[config.mk]
export PLATFORM = sky130hd
export DESIGN_NAME = even_bit_window_acc_flat
export DESIGN_NICKNAME = d
export VERILOG_FILES = /design/src/rtl/even_bit_window_acc_if.sv /design/src/rtl/even_bit_window_acc.sv /design/src/flat_wrapper.sv
export SDC_FILE = /design/constraint.sdc
export NUM_CORES = 1
export LEC_CHECK = 0
export BUFFER_PORTS_ARGS = -buffer_cell sky130_fd_sc_hd__buf_2
export CORE_ASPECT_RATIO = 0.75
export CORE_UTILIZATION = 30
export CTS_CLUSTER_DIAMETER = 30
export DETAILED_ROUTE_END_ITERATION = 8
export GPL_TIMING_DRIVEN = 1
export HOLD_SLACK_MARGIN = 0.12
export PLACE_DENSITY_LB_ADDON = 0.25
export SETUP_SLACK_MARGIN = 0.15
export SYNTH_ARGS = -nofsm -noshare
export SYNTH_HDL_FRONTEND = slang
export SYNTH_SLANG_ARGS = --single-unit
[constraint.sdc]
create_clock -name clock -period 2.9 [get_ports clock]
set_input_delay 0.58 -clock clock [delete_from_list [all_inputs] [get_ports clock]]
set_output_delay 0.58 -clock clock [all_outputs]
set_load 0.02 [all_outputs]
[src/rtl/even_bit_window_acc_if.sv]
// Handshake bundle for even_bit_window_acc: upstream sample port (c/dav_/rfd)
// and downstream result port (sum/max/err/dav_out_/rfd_out).
interface even_bit_window_acc_if;
    logic [2:0] c;
    logic       dav_;
    logic       rfd;
    logic [7:0] sum;
    logic [2:0] max;
    logic       err;
    logic       dav_out_;
    logic       rfd_out;

    modport master (
        output c, dav_, rfd_out,
        input  rfd, sum, max, err, dav_out_
    );

    modport slave (
        input  c, dav_, rfd_out,
        output rfd, sum, max, err, dav_out_
    );
endinterface

[src/rtl/even_bit_window_acc.sv]
// Accumulates N upstream samples into sum/max/err and hands the window result downstream.
// Optional macro EVEN_BIT_WINDOW_MAX_EN enables window-maximum tracking (max tied to 0 otherwise).
module even_bit_window_acc #(
    parameter int unsigned N = 4
) (
    input logic            clock,
    input logic            reset,
    even_bit_window_acc_if.slave bus
);
    typedef enum logic [2:0] {
        S_RX  = 3'd0,
        S_ACK = 3'd1,
        S_ACC = 3'd2,
        S_OUT = 3'd3,
        S_REL = 3'd4
    } state_t;

    localparam logic [5:0] LAST = 6'(N - 1);

    state_t     star;
    logic [2:0] sample;
    logic [5:0] cnt;
    logic [7:0] sum_r;
    logic       err_r;
    logic       rfd_r;
    logic       dav_out_r;

    assign bus.rfd      = rfd_r;
    assign bus.dav_out_ = dav_out_r;
    assign bus.sum      = sum_r;
    assign bus.err      = err_r;

`ifdef EVEN_BIT_WINDOW_MAX_EN
    logic [2:0] max_r;

    assign bus.max = max_r;

    // Max shares the FSM's accumulate and release edges, so it is kept in step here.
    always_ff @(posedge clock or posedge reset) begin
        if (reset) begin
            max_r <= '0;
        end else if (star == S_ACC) begin
            if (sample > max_r) max_r <= sample;
        end else if (star == S_REL && bus.rfd_out) begin
            max_r <= '0;
        end
    end
`else
    assign bus.max = '0;
`endif

    always_ff @(posedge clock or posedge reset) begin
        if (reset) begin
            star      <= S_RX;
            sample    <= '0;
            cnt       <= '0;
            sum_r     <= '0;
            err_r     <= 1'b0;
            rfd_r     <= 1'b1;
            dav_out_r <= 1'b1;
        end else begin
            case (star)
                S_RX: begin
                    if (!bus.dav_) begin
                        sample <= bus.c;
                        rfd_r  <= 1'b0;
                        star   <= S_ACK;
                    end
                end
                S_ACK: begin
                    if (bus.dav_) star <= S_ACC;
                end
                S_ACC: begin
                    sum_r <= sum_r + {5'b0, sample};
                    err_r <= err_r | (sample > 3'd4);
                    cnt   <= cnt + 6'd1;
                    if (cnt == LAST) begin
                        dav_out_r <= 1'b0;
                        star      <= S_OUT;
                    end else begin
                        rfd_r <= 1'b1;
                        star  <= S_RX;
                    end
                end
                S_OUT: begin
                    if (!bus.rfd_out) begin
                        dav_out_r <= 1'b1;
                        star      <= S_REL;
                    end
                end
                S_REL: begin
                    if (bus.rfd_out) begin
                        sum_r <= '0;
                        err_r <= 1'b0;
                        cnt   <= '0;
                        rfd_r <= 1'b1;
                        star  <= S_RX;
                    end
                end
                default: star <= S_RX;
            endcase
        end
    end
endmodule

[src/flat_wrapper.sv]
// flat-port wrapper written by rule: the top's interface ports become plain ports
module even_bit_window_acc_flat 
#(
    parameter int unsigned N = 4
)
  (clock, reset, bus_c, bus_dav_, bus_rfd_out, bus_rfd, bus_sum, bus_max, bus_err, bus_dav_out_);
  even_bit_window_acc_if bus_i ();
  input logic clock;
  input logic reset;
  input wire logic [$bits(bus_i.c)-1:0] bus_c;
  input wire logic [$bits(bus_i.dav_)-1:0] bus_dav_;
  input wire logic [$bits(bus_i.rfd_out)-1:0] bus_rfd_out;
  output wire logic [$bits(bus_i.rfd)-1:0] bus_rfd;
  output wire logic [$bits(bus_i.sum)-1:0] bus_sum;
  output wire logic [$bits(bus_i.max)-1:0] bus_max;
  output wire logic [$bits(bus_i.err)-1:0] bus_err;
  output wire logic [$bits(bus_i.dav_out_)-1:0] bus_dav_out_;
  assign bus_i.c = bus_c;
  assign bus_i.dav_ = bus_dav_;
  assign bus_i.rfd_out = bus_rfd_out;
  assign bus_rfd = bus_i.rfd;
  assign bus_sum = bus_i.sum;
  assign bus_max = bus_i.max;
  assign bus_err = bus_i.err;
  assign bus_dav_out_ = bus_i.dav_out_;
  even_bit_window_acc #(.N(N)) u_core (.clock(clock), .reset(reset), .bus(bus_i));
endmodule
==> results_dict.tcl <==
set metrics [dict create \
    status "completed" \
    synthDistinctLibCells 36 \
    muxShareOfSynthArea_pct 4.52 \
    postCtsSetupBuffers 0 \
    cts.sinks 23 \
    layout_common_cells "21 x dfrtp_1, 17 x buf_2, 16 x nor2_1" \
    hp-start "u_core.bus.rfd" \
    drtIter0Drc 48 \
    whs_ns 0.462 \
    grt_start_max_net_pins 24 \
    peakVddDrop_v 0.000493 \
    worst_pin_slew_ns 0.863 \
    post_cts_resized 0 \
    max_clock_freq_mhz 580 \
    r2r_setup_slack_ns 1.18 \
    final_common_cell "dfrtp_1" \
    yosys_warnings 0 \
    syn_avg_cell_area_um2 10.5 \
    ios 21 \
    holdPathEnd "u_core.bus.rfd" \
    drv_cap 0 \
    synth_area_leaders "dfrtp_1 43%, nor2_1 4.9%, dfstp_2 4.3%, xor2_1 4.3%, ha_1 4.1%" \
    fillerInstances 394 \
    die_area_um2 4320 \
    arrival_ns 1.88 \
    wl_per_cell_um 12.3 \
    setup_tns_ns 0 \
    syn-instance-count 116 \
    fin_cells 184 \
    antenna_found_initial 0 \
    m1WireLength_mm 1.14 \
    drc 0 \
    io_buffers 17 \
    cp-end-kind "flop" \
    via_per_inst 4.76 \
    drt_pass1_iterations 4 \
    routed-wl-met3_um 95 \
    crit_type "reg2reg" \
    hold_buffers 0 \
    synthAdderAreaFrac_pct 5.76 \
    relSlewSlack_pct 42.4 \
    hold_viol 0 \
    clock_skew_ns 0.00501 \
    rr_worst_depth 4 \
    min_path_cells 2 \
    core-area_um2 3780 \
    synth_top_cell_area_share_pct 43.2 \
    area_growth_pct 12.9 \
    cts_made_buffers 3 \
    clkSlewWorstSetupHoldPaths_ns 0.08 \
    routed.top_layer "met4" \
    rsz0062_at_grt "false" \
    grt_pass1_vias 849 \
    gr-usage-all-layers_pct 11.8 \
    start_util_pct 32.2 \
    grt_overflow 0 \
    rows 19 \
    period_share_pct 59.4 \
    ys_seq_area_share_pct 47.5 \
    leakage_nw 0.608 \
    slew_viol_final 0 \
    powerDensity_nw_per_um2 1090 \
    num_vias 876 \
    grt_pass1_wl_mm 3.88 \
    synth_top_family_by_area "simple AND/OR/NAND/NOR gates" \
    die_w_um 75.6 \
    die_h_um 57.2 \
    finalSetupViolCount 0 \
    ys.flop_type "dfrtp_1" \
    cts-root-buf "clkbuf_8" \
    ant_nets 0 \
    yosys.area_share.simple_pct 19.7 \
    synth_top_cell_by_area "dfrtp_1" \
    h-tree-depth 1 \
    rr_endpoint "u_core.bus.sum[7]" \
    synth_area_um2 1220 \
    place.gp.congestion 0.837 \
    startpoint_type "flop" \
    synth_compound_area_share_pct 11.1 \
    cts_max_path_buffers 2 \
    dpl.cell_count 180 \
    r2r_start "u_core.star[1]" \
    worstPathMaxFanout 12 \
    num-nets-final 145 \
    insertedDiodeCount 0 \
    hpwlAfterDp_mm 1.71 \
    fin_crit_ns 1.72 \
    clock_latency_ns 0.26 \
    synth_seq_cells 23 \
    dr_wl_met2_mm 1.01 \
    cp_data_required_time_ns 3.05 \
    hold_class "reg2reg" \
    synth_edf_count 0 \
    async_flop_share_pct 100 \
    cts_tree "done" \
    synth_xor_xnor_area_share_pct 5.76 \
    drt_wl_total_mm 2.25 \
    drive_gt1_share_pct 24.2 \
]
-- per-stage QoR --
stage          power [W]  setup WS (ns)  util [%]  area [um^2]
2_1_floorplan    0.00114           1.23         -         1220
3_3_place_gp     0.00129           1.20      35.2         1330
3_5_place_dp     0.00132           1.17      35.2         1330
4_1_cts          0.00152           1.16      36.4         1380
5_1_grt          0.00163           1.06      36.4         1380
6_report         0.00150           1.18      36.4         1380
-- routing by layer --
metal  up-vias  track usage (%)
li1        429                -
met1       431             17.5
met2        14             17.7
met3         2             3.71
met4         0            0.794
met5         -                0
-- cell families after synthesis --
| kind of cell | Yosys count |
|---|---|
| and+or+nand+nor | 43 |
| AOI/OAI and AO/OA | 20 |
| muxes | 5 |
| other | 1 |
| DFF | 23 |
| buffers and inverters | 11 |
| adders and majority gates | 5 |
| xor gates and xnor gates | 8 |
-- how the worst max path moves through the flow --
| stage | end | start | slack (ns) |
|---|---|---|---|
| 3_5_place_dp | u_core.bus.sum[7] | u_core.star[1] | 1.17 |
| 6_report | u_core.bus.sum[7] | u_core.star[1] | 1.18 |
| 5_1_grt | u_core.bus.sum[7] | u_core.star[1] | 1.06 |
| 3_3_place_gp | u_core.bus.sum[7] | u_core.star[0] | 1.20 |
| 2_1_floorplan | u_core.bus.sum[4] | u_core.bus.sum[0] | 1.23 |
| 4_1_cts | u_core.bus.sum[7] | u_core.star[0] | 1.16 |
-- sequential cells by signal, summed over array words and instances, names as in the netlist --
name,flops
u_core.sample,3
u_core.bus.dav_out_,1
u_core.star,3
u_core.bus.err,1
u_core.bus.rfd,1
u_core.cnt,6
u_core.bus.sum,8
-- area by class of cell --
cell class	instances	area [um^2]	area share [%]
Multi-Input combinational cell	84	582	42.3
Inverter	3	11.3	0.819
Sequential cell	23	578	42.0
Clock buffer	3	41.3	3.00
Tap cell	52	65.1	4.73
Timing Repair Buffer	18	92.6	6.73
Clock inverter	1	5.00	0.364
-- power breakdown --
part	total [W]	leakage, nW	switching (W)	internal, W
sequential	0.000654	0.272	0.000173	0.000481
combinational	0.000647	0.310	0.000345	0.000302
clock	0.000197	0.0255	0.000101	0.0000958
total	0.00150	0.608	0.000619	0.000879
-- worst max-delay path, stage by stage, from the launching register on --
cell,delay [ns]
dfrtp_1,0.55
or3b_4,0.46
a21oi_4,0.17
nand3_1,0.11
mux2_1,0.32
-- synthesized netlist by cell type, types with 4 or more instances --
cell / n
nand3_1: 4
a21oi_1: 7
nor2_1: 16
buf_2: 4
dfrtp_1: 21
nand2_1: 4
xor2_1: 6
o21ai_0: 5
ha_1: 4
Note: power is estimated with default switching activity, not from simulation.
